<file path="src/rtl/fixed_divide.sv">
// Sequential signed fixed-point divider: q = a * 2^WIDTH / b, truncated toward zero and
// saturated to the signed WIDTH-bit range. Restoring division, one quotient bit per clock.
//
// Ports:
//   clk        system clock, rising edge
//   rst_n      asynchronous active-low reset
//   start      request, accepted on a rising edge where ready=1
//   a, b       signed dividend / divisor, sampled on accept
//   ready      high only while idle
//   out_valid  one-cycle pulse when a new result is loaded
//   q          signed quotient, held until the next result
//   div_zero   result came from b=0 (held with q)
//   saturated  result was clamped (held with q)
module fixed_divide #(
  parameter int unsigned WIDTH = 16
) (
  input  logic             clk,
  input  logic             rst_n,
  input  logic             start,
  input  logic [WIDTH-1:0] a,
  input  logic [WIDTH-1:0] b,
  output logic             ready,
  output logic             out_valid,
  output logic [WIDTH-1:0] q,
  output logic             div_zero,
  output logic             saturated
);

  localparam int unsigned CntW = $clog2(WIDTH + 1);
  localparam logic [CntW-1:0]  CntInit = CntW'(WIDTH);
  localparam logic [WIDTH-1:0] MaxPos  = {1'b0, {(WIDTH - 1){1'b1}}};
  localparam logic [WIDTH-1:0] MinNeg  = {1'b1, {(WIDTH - 1){1'b0}}};

  typedef enum logic [1:0] {StIdle, StCalc, StDone} state_e;

  state_e            state_q, state_d;
  logic              sign_q, sign_d;
  logic [WIDTH:0]    absb_q, absb_d;
  logic [WIDTH:0]    rem_q, rem_d;
  logic [WIDTH-2:0]  quo_q, quo_d;
  logic [CntW-1:0]   cnt_q, cnt_d;
  logic              fast_q, fast_d;
  logic              fdz_q, fdz_d;
  logic [WIDTH-1:0]  q_q, q_d;
  logic              dz_q, dz_d;
  logic              sat_q, sat_d;

  // Operand magnitudes as WIDTH+1 bits so the most negative value has a representable magnitude.
  logic [WIDTH:0] a_ext, b_ext, a_abs, b_abs;
  logic           b_zero;

  always_comb begin
    a_ext  = {a[WIDTH-1], a};
    b_ext  = {b[WIDTH-1], b};
    a_abs  = a[WIDTH-1] ? -a_ext : a_ext;
    b_abs  = b[WIDTH-1] ? -b_ext : b_ext;
    b_zero = (b == '0);
  end

  // One restoring step; the shifted remainder needs WIDTH+2 bits.
  logic [WIDTH+1:0] rem_sh;
  logic             step_ge;
  logic [WIDTH:0]   rem_nx;
  logic [WIDTH-1:0] mag;

  always_comb begin
    rem_sh  = {rem_q, 1'b0};
    step_ge = (rem_sh >= {1'b0, absb_q});
    rem_nx  = step_ge ? (WIDTH + 1)'(rem_sh - {1'b0, absb_q}) : rem_sh[WIDTH:0];
    mag     = {quo_q, step_ge};
  end

  // Apply the sign to the final magnitude; only -2^(WIDTH-1) is reachable without clamping
  // on the negative side when mag equals 2^(WIDTH-1).
  logic [WIDTH-1:0] res_q;
  logic             res_sat;

  always_comb begin
    res_q   = mag;
    res_sat = 1'b0;
    if (sign_q) begin
      if (mag > MinNeg) begin
        res_q   = MinNeg;
        res_sat = 1'b1;
      end else begin
        res_q = -mag;
      end
    end else if (mag > MaxPos) begin
      res_q   = MaxPos;
      res_sat = 1'b1;
    end
  end

  always_comb begin
    state_d = state_q;
    sign_d  = sign_q;
    absb_d  = absb_q;
    rem_d   = rem_q;
    quo_d   = quo_q;
    cnt_d   = cnt_q;
    fast_d  = fast_q;
    fdz_d   = fdz_q;
    q_d     = q_q;
    dz_d    = dz_q;
    sat_d   = sat_q;
    case (state_q)
      StIdle: begin
        if (start) begin
          // For b=0 the clamp direction follows the dividend alone.
          sign_d  = b_zero ? a[WIDTH-1] : (a[WIDTH-1] ^ b[WIDTH-1]);
          absb_d  = b_abs;
          rem_d   = a_abs;
          quo_d   = '0;
          cnt_d   = CntInit;
          fast_d  = b_zero || (a_abs >= b_abs);
          fdz_d   = b_zero;
          state_d = StCalc;
        end
      end
      StCalc: begin
        if (fast_q) begin
          // Fast path spends a single cycle here so DONE lands one edge after accept.
          q_d     = sign_q ? MinNeg : MaxPos;
          sat_d   = 1'b1;
          dz_d    = fdz_q;
          state_d = StDone;
        end else begin
          rem_d = rem_nx;
          quo_d = mag[WIDTH-2:0];
          cnt_d = cnt_q - CntW'(1);
          if (cnt_q == CntW'(1)) begin
            q_d     = res_q;
            sat_d   = res_sat;
            dz_d    = 1'b0;
            state_d = StDone;
          end
        end
      end
      StDone:  state_d = StIdle;
      default: state_d = StIdle;
    endcase
  end

  always_ff @(posedge clk or negedge rst_n) begin
    if (!rst_n) begin
      state_q <= StIdle;
      sign_q  <= 1'b0;
      absb_q  <= '0;
      rem_q   <= '0;
      quo_q   <= '0;
      cnt_q   <= '0;
      fast_q  <= 1'b0;
      fdz_q   <= 1'b0;
      q_q     <= '0;
      dz_q    <= 1'b0;
      sat_q   <= 1'b0;
    end else begin
      state_q <= state_d;
      sign_q  <= sign_d;
      absb_q  <= absb_d;
      rem_q   <= rem_d;
      quo_q   <= quo_d;
      cnt_q   <= cnt_d;
      fast_q  <= fast_d;
      fdz_q   <= fdz_d;
      q_q     <= q_d;
      dz_q    <= dz_d;
      sat_q   <= sat_d;
    end
  end

  always_comb begin
    ready     = (state_q == StIdle);
    out_valid = (state_q == StDone);
    q         = q_q;
    div_zero  = dz_q;
    saturated = sat_q;
  end

endmodule

</file>
<file path="config.mk">
export PLATFORM = sky130hd
export DESIGN_NAME = fixed_divide
export DESIGN_NICKNAME = d
export VERILOG_FILES = /design/src/rtl/fixed_divide.sv
export SDC_FILE = /design/constraint.sdc
export NUM_CORES = 1
export LEC_CHECK = 0
export BUFFER_PORTS_ARGS = -buffer_cell sky130_fd_sc_hd__buf_2
export CELL_PAD_IN_SITES_DETAIL_PLACEMENT = 1
export CELL_PAD_IN_SITES_GLOBAL_PLACEMENT = 2
export CORE_MARGIN = 1
export CORE_UTILIZATION = 36
export CTS_CLUSTER_SIZE = 12
export DETAILED_ROUTE_END_ITERATION = 10
export GPL_TIMING_DRIVEN = 0
export PLACE_DENSITY = 0.87
export SLEW_MARGIN = 20
export SYNTH_ARGS = -nofsm -noshare
export SYNTH_HDL_FRONTEND = slang
export SYNTH_SLANG_ARGS = --single-unit
</file>
<file path="constraint.sdc">
create_clock -name clk -period 4 [get_ports clk]
set_input_delay 0.2 -clock clk [delete_from_list [all_inputs] [get_ports clk]]
set_output_delay 0.2 -clock clk [all_outputs]
set_load 0.03 [all_outputs]
</file>
* After elaboration in Yosys (flattened, before gate mapping)
Cells that the tools add are included.
** Cells by class
- $add $sub $neg :: 5
- $lt $le $gt $ge :: 4
- Reductions and logical operators :: 9
- Mux-type cells :: 30
- Eq/ne operators :: 6
- Bitwise logic cells :: 1
** Operator list (number)
- 2-to-1 mux 16 bit :: 6
- 2-to-1 mux 17 bit :: 5
- negation 17 bit :: 2
- one-hot mux 17 bit (2 select lines) :: 1
- 2-to-1 mux 15 bit :: 2
- one-hot mux 15 bit (2 select lines) :: 1
- greater-or-equal comparator 18 x 17 -> 1 bit :: 1
- greater-or-equal comparator 17 bit :: 1
- subtractor 17 bit :: 1
- > comparator 16 x 15 -> 1 bit, second input constant :: 1
- > comparator 16 bit, second input constant :: 1
- zero test 16 bit :: 1
- negation 16 bit :: 1
- 2-to-1 mux 5 bit :: 2
- one-hot mux 5 bit (2 select lines) :: 1
- 2-to-1 mux 1 bit :: 8
- 2-to-1 mux 2 bit :: 3
- AND reduction 2 bit :: 3
- == test 5 x 1 -> 1 bit, second input constant :: 1
- subtractor 5 x 1 -> 5 bit, second input constant :: 1
- != test 2 bit, second input constant :: 2
- one-hot mux 2 bit (2 select lines) :: 1
- nonzero test 2 bit :: 2
- != test 3 bit, second input constant :: 1
- 6 further kinds :: 6
** Storage, ports and cells
- Register bits :: 77
- Input port bits :: 35
- Logic and storage cells :: 66
- Output and inout port bits :: 20

* Longest topological paths before layout
Gate-level depths: netlist of the first run.
- Depth after elaboration :: 6
- Mapped depth :: 17
- Gate-level depth less buffers :: 16

* Least setup slack after synthesis of the first run
No wires, ideal clock.
- Kind :: register to register
- Start point :: register absb_q[1]
- End point :: register q_q[4] (netlist: q[4])
- Path slack :: 0.595 ns
- Clock period less this slack :: 3.405 ns
- Setup time :: 0.074 ns
- Path buffers :: 1
- Cell stages (with the launch flop) :: 18
- Data required time :: 3.926 ns
- Arrival :: 3.330 ns
- Cells stage by stage :: dfrtp_1 -> inv_1 -> ha_1 -> ha_1 -> a311o_1 -> o21ai_0 -> o31a_1 -> nand2_1 -> inv_1 -> ha_1 -> nand3b_1 -> or4_4 -> a21oi_2 -> buf_6 -> nand3_1 -> nand2_1 -> a221oi_1 -> o21ai_2
** On the way
- Longest elaborated chain between the ends :: 6
- Elaborated cells between the ends (all ways) :: 9
- Those cells by class :: 1 x add/sub; 3 x order compare; 5 x mux
** Ends and longest elaborated chain
- start: declaration :: RTL line 38 : logic [WIDTH:0] absb_q, absb_d;
- start signal: assignment :: RTL line 160 : absb_q <= absb_d;
- greater-or-equal comparator 18 x 17 -> 1 bit (*) :: RTL line 68 : step_ge = (rem_sh >= {1'b0, absb_q});
- negation 16 bit (tied with other cells) :: RTL line 86 : res_q = -mag;
- 2-to-1 mux 16 bit, on equally long branches :: RTL line 82, 88
- 2-to-1 mux 16 bit (*) :: RTL line 81 : if (sign_q) begin
- 2-to-1 mux 16 bit (*) :: RTL line 131 : if (cnt_q == CntW'(1)) begin
- 2-to-1 mux 16 bit (*) :: RTL line 121 : if (fast_q) begin
- end signal: assignment :: RTL line 166 : q_q <= q_d;
- end: declaration :: RTL line 44 : logic [WIDTH-1:0] q_q, q_d;
Every way passes the cells marked *; elsewhere a longest branch is shown, timed or not. The select of a mux whose other input is x is not followed.
A chain may end at the register's enable or synchronous reset.

* Worst setup path after layout of the first run
Ends and elaborated chain as after synthesis.

==> results.toml, run 1 <==
[status]
outcome = "finished clean"

[critical_path]
r2r_cells = 17
cp.required_ps = 4270
slowest_stage = "or4_4"
critical_path.top_delay_family = "compound AO/OA/AOI/OAI gates"
crit_path_end = "q[4]$_DFFE_PN0P_"
crit_arrival_ps = 4000
crit_path_start_kind = "register"
reg2reg_to = "q[4]$_DFFE_PN0P_"
cpPeakStageDelay_ps = 530
crit_chain = "inv_1, ha_1, ha_1, a311o_1, o21ai_0, o31a_1, nand2_2, inv_4, ha_2, nand3b_1, or4_4, a21oi_2, buf_6, nand3_1, nand2_1, a221oi_1, o21ai_2"
worst-r2r-setup-slack_ps = 280
reg2reg_from = "absb_q[1]$_DFFE_PN0P_"
crit_type = "register to register"
cp_num_buf_inv = 3
cp-end-kind = "register"
crit_start = "absb_q[1]$_DFFE_PN0P_"
cp_common_cell = "ha_1"
path_depth = 17
crit_path_max_fanout = 10

[yosys]
yosysTopAreaCellShare_pct = 35.79
syn_avg_cell_area_um2 = 8.505
async_reset_ff_share_pct = 100.0
synth_seq_cells = 77
ys.flop_type = "dfrtp_1"
synth_nets = 708
synth_largest_area_cell = "dfrtp_1"
yosys_warnings = 0
synth_area_um2 = 5384
synth_area_leaders = "dfrtp_1 (36%), ha_1 (9.1%), nand2_1 (5.4%)"
synthCells = 633
ys_seq_area_share_pct = 35.79
ys_types = 67
synth_edf_count = 0

[placement]
gp_congestion = 0.8349
dp_hpwl_um = 12940
port-buffer-count = 54
place_area_um2 = 5914
dp.cells = 872

[grt]
grt_pass1_wl_um = 27420
antenna_found_initial = 0
grt_use_total_pct = 22.37
grt_pass1_vias = 5238
grt-ovfl-total = 0
grt_max_degree = 44

[drt]
drc = 0
drt_wl_total_um = 16770
vias = 4980
firstDrtPassIters = 4
viasPerCell = 5.589
drt-wirelength-per-cell_um = 18.83
final_antenna_net_count = 0
drtIter0Drc = 299

[clock_network]
path_clk_slew_ps = 70
clock_latency_ps = 360
cts-buffers-inserted = 9
cts_sinks = 77
cts_tree = "yes"
clockBufferDepth = 2
htree_levels = 3
cts_root_buf = "clkbuf_16"

[sta]
slew_headroom_pct = 51.63
setup_violations = 0
finClkSkew_ps = 12.99
fmax_mhz = 268.5
worst_pin_slew_ps = 716.2
period_needed_ps = 3725
tns_ps = 0
worst_hold_slack_ps = 153.5
finalMaxSlewViolations = 0
fin_crit_sh_pct = 93.12
rsz0062_at_grt = "no"
hold_viol_final = 0

[floorplan]
dieArea_um2 = 15450
start_util_pct = 36.90
die_height_um = 124.3
coreArea_um2 = 14590
num_rows = 44
die_w_um = 124.3
ios = 55

[power]
finalPower_mw = 5.849
p_leak_nw = 2.845
powerDensity_nw_per_um2 = 933.2
irDropWorstVdd_mv = 0.3420

[cells_and_area]
drive_gt1_share_pct = 13.58
antenna_cells = 0
stdcell_area_um2 = 6267
mostFrequentLayoutCells = "nand2_1 (77), dfrtp_1 (77), nor2_1 (56), o21ai_0 (56), buf_2 (54)"
syn_to_final_growth_pct = 16.41
final_cells = 891
fillCellCount = 1743
multi_input_area_um2 = 3224
register_area_um2 = 1927
fin_nets = 777

[flow_run]
max_cap_violations = 0

[hold_path]
hold_path.class = "primary input to register"
power breakdown:
group          internal (mW)  leakage (nW)  switching (mW)
clock                  0.505         0.149           0.360
combinational           1.36          1.73            2.32
sequential              1.08         0.967           0.223
layout make-up:
class / instances / area share (%)
clock inverter: 6 / 1.098
clock buffer: 10 / 3.813
tap: 184 / 3.673
inverter: 35 / 2.136
buffer: 28 / 1.897
multi-input combinational: 493 / 51.45
sequential: 77 / 30.74
timing repair buffer: 58 / 5.191
sequential cells by signal (all words and copies together), names as in the netlist:
register,count
absb_q,17
cnt_q,5
div_zero,1
fast_q,1
fdz_q,1
q,16
quo_q,15
rem_q,17
saturated,1
sign_q,1
state_q,2
worst min-delay path by stage:
stage / startpoint / depth (start not counted) / end / slack (ps)
after floorplan: rst_n / 0 / absb_q[0]$_DFFE_PN0P_ / -100
after global placement: q[1]$_DFFE_PN0P_ / 2 / q[1]$_DFFE_PN0P_ / 460
after detailed placement: rst_n / 1 / rem_q[11]$_DFFE_PN0P_ / 210
after CTS: b[0] / 3 / absb_q[0]$_DFFE_PN0P_ / 150
after global routing: b[0] / 3 / absb_q[0]$_DFFE_PN0P_ / 200
final: b[0] / 3 / absb_q[0]$_DFFE_PN0P_ / 150
cells by family (layout without fill, tap and decap cells):
logic type / Yosys count / after routing / synth area share (%)
mux: 8 / 8 / 1.511
fa+ha+maj: 40 / 40 / 9.435
xor+xnor: 49 / 49 / 7.971
buf+inv: 63 / 137 / 4.648
compound gates: 183 / 183 / 22.17
flops: 77 / 77 / 35.79
simple gates: 211 / 211 / 18.34
other cells: 2 / 2 / 0.1395
cell usage after synthesis, types with 7 or more instances:
| library cell | n |
|---|---|
| a21oi_1 | 34 |
| a221oi_1 | 7 |
| a22o_1 | 14 |
| a31oi_1 | 7 |
| clkbuf_1 | 21 |
| dfrtp_1 | 77 |
| ha_1 | 39 |
| inv_1 | 34 |
| mux2i_1 | 7 |
| nand2_1 | 78 |
| nand3_1 | 10 |
| nor2_1 | 56 |
| nor3_1 | 16 |
| o21ai_0 | 57 |
| xnor2_1 | 21 |
| xor2_1 | 28 |
worst min-delay path: cells and delay by family:
family                 cells  cell delay (ps)
and+or+nand+nor            1               60
AOI/OAI and AO/OA          1               60
buffers and inverters      1              150
stage by stage:
step	util, %	worst slack, ps
2_1_floorplan	-	595.4
3_3_place_gp	40.33	-137.0
3_5_place_dp	40.54	-204.5
4_1_cts	42.81	85.51
5_1_grt	42.96	53.96
6_report	42.96	275.2
routing by layer:
layer / GRT usage (%) / vias to the layer above / wire (um)
li1: - / 2403 / -
met1: 27.60 / 2469 / 7502
met2: 39.19 / 90 / 8451
met3: 4.124 / 18 / 522
met4: 7.087 / 0 / 297
met5: 0 / - / 0
repair_timing:
item,in CTS,in global routing
gates cloned,0,0
setup buffers,1,1
endpoints found under the setup margin,14,12
gates resized for setup,2,4
hold buffers,1,0
endpoints found under the hold margin,34,0
pin swaps,1,1
(Power assumes the default switching activity.)
==> inputs of run 2 (changes only) <==
Settings changed: ABC_AREA set to 1, CORE_UTILIZATION 36 to 35, PLACE_DENSITY 0.87 to 0.88, RECOVER_POWER set to 100.
==> results.toml, run 2 <==
[floorplan]
die_height_um = 130.8
num_rows = 46
start_util_pct = 36.15
dieArea_um2 = 17100
ios = 55
coreArea_um2 = 16060
die_w_um = 130.8

[cells_and_area]
fin_util_pct = 41.10
fillCellCount = 2072
final_cells = 1085
antenna_cells = 0
mostFrequentLayoutCells = "nand2_1 (150), inv_1 (113), nor2_1 (79)"
stdcell_area_um2 = 6600
drive_gt1_share_pct = 9.551
layout_commonest_cell = "nand2_1"
syn_to_final_growth_pct = 13.71
fin_nets = 939

[sta]
worst_pin_slew_ps = 1653
finClkSkew_ps = 14.06
fin_crit_sh_pct = 89.16
slew_headroom_pct = -10.22
fmax_mhz = 280.4
period_needed_ps = 3567
finalMaxSlewViolations = 31
tns_ps = 0
hold_viol_final = 0
setup_violations = 0
rsz0062_at_grt = "no"

[drt]
firstDrtPassIters = 4
drt-wirelength-per-cell_um = 16.75
drt_wl_total_um = 18180
vias = 5515
drtIter0Drc = 233
viasPerCell = 5.083
final_antenna_net_count = 0
drc = 0

[critical_path]
cp-end-kind = "register"
crit_type = "register to register"
cp.required_ps = 4290
crit_arrival_ps = 3850
crit_path_max_fanout = 10
crit_path_start_kind = "register"

[grt]
grt_use_total_pct = 22.86
grt_max_degree = 49
grt_pass1_vias = 5649
grt_pass1_wl_um = 29590
grt-ovfl-total = 0
antenna_found_initial = 0

[clock_network]
clock_latency_ps = 360
cts_tree = "yes"
path_clk_slew_ps = 70
cts_hold_buf = 1
cts-resized-gates = 0
clockBufferDepth = 2
cts_sinks = 77
htree_levels = 3
cts_root_buf = "clkbuf_16"
cts_setup_buffers = 0
cts-buffers-inserted = 9

[yosys]
synth_area_leaders = "dfrtp_1 (33%), nand2_1 (9.7%), ha_1 (8.4%)"
synthCells = 798
syn_avg_cell_area_um2 = 7.274
ys_types = 51
yosys_warnings = 0
synth_seq_cells = 77
yosys-top-cells-count = "nand2_1 (150), inv_1 (111), nor2_1 (78)"
synth_most_common_cell = "nand2_1"
synth_largest_area_cell = "dfrtp_1"
synth_area_um2 = 5804
ys_seq_area_share_pct = 33.20
yosysTopAreaCellShare_pct = 33.20
ys.flop_type = "dfrtp_1"
async_reset_ff_share_pct = 100.0
synth_nets = 873
synth_edf_count = 0

[status]
outcome = "finished with violations"
failed_checks = "capacitance limit, slew limit"

[placement]
gp_congestion = 0.8528
dp_hpwl_um = 14600
dp.cells = 1068
place_area_um2 = 6370
port-buffer-count = 53

[power]
irDropWorstVdd_mv = 0.3293
finalPower_mw = 6.294
powerDensity_nw_per_um2 = 953.6
p_leak_nw = 3.214

[hold_path]
hold_path.class = "primary input to register"

[flow_run]
max_cap_violations = 1
run 2: through the flow:
stage          hold WS [ps]  setup slack (ps)
6_report              190.0             433.4
5_1_grt               221.3             129.6
4_1_cts               196.0             451.8
3_5_place_dp          168.9             445.2
3_3_place_gp          454.0             451.0
2_1_floorplan        -95.59              1245
run 2: worst max-delay path, cell delays in order, from the launching register on:
cell	delay, ps
dfrtp_1	330
inv_1	60
ha_1	360
nand2_1	140
inv_1	60
nand2_1	60
nand2_1	50
nand2_1	60
nand3_1	170
nand3_4	160
nand2_4	120
inv_4	130
buf_6	170
ha_1	250
nand3_1	130
nor2_1	210
nand3_1	110
nand2_1	110
inv_1	90
nor3_4	250
buf_6	200
nand3_1	120
a21oi_1	150
run 2: worst paths after layout:
| check | from | to | slack [ps] | cells after the start |
|---|---|---|---|---|
| worst max-delay path | absb_q[4]$_DFFE_PN0P_ | q[7]$_DFFE_PN0P_ | 430 | 22 |
| worst min-delay path | b[0] | absb_q[0]$_DFFE_PN0P_ | 190 | 3 |
| worst max register to register | absb_q[4]$_DFFE_PN0P_ | q[7]$_DFFE_PN0P_ | 430 | 22 |
| worst min register to register | div_zero$_DFFE_PN0P_ | div_zero$_DFFE_PN0P_ | 480 | 2 |
| max in group asynchronous | rst_n | cnt_q[1]$_DFFE_PN0P_ | 1160 | 3 |
| min in group asynchronous | rst_n | rem_q[16]$_DFFE_PN0P_ | 810 | 2 |
run 2: routing by layer:
metal	GRT usage (%)	vias up	part of all wire, %
met5	0	-	0
met4	8.857	0	2.1
met3	1.792	21	1.7
met2	39.25	76	48
met1	29.86	2647	48
li1	-	2771	-
run 2: cell type report:
cell class	instances	area (um^2)	share of cell area, %
sequential	77	1927	29.19
tap	216	270.3	4.095
clock buffer	9	225.2	3.412
clock inverter	7	80.08	1.213
timing repair buffer	55	252.7	3.829
inverter	118	445.4	6.749
buffer	22	101.3	1.536
multi-input combinational	581	3298	49.97
run 2: logic make-up (layout without fill, tap and decap cells):
family | count (synthesis) | after routing | synth area share (%)
buffers and inverters | 140 | 211 | 9.700
adders and majority gates | 40 | 40 | 8.752
DFF | 77 | 77 | 33.20
other | 2 | 2 | 0.1294
and+or+nand+nor | 328 | 328 | 25.44
xor gates and xnor gates | 39 | 39 | 5.885
AOI/OAI and AO/OA | 172 | 172 | 16.90
run 2: report_power, final:
group / leakage [nW] / total (mW) / switching [mW] / internal, mW
Sequential: 0.952 / 1.34 / 0.226 / 1.12
Clock: 0.148 / 0.871 / 0.378 / 0.493
Combinational: 2.11 / 4.08 / 2.77 / 1.31
Total: 3.21 / 6.29 / 3.38 / 2.92
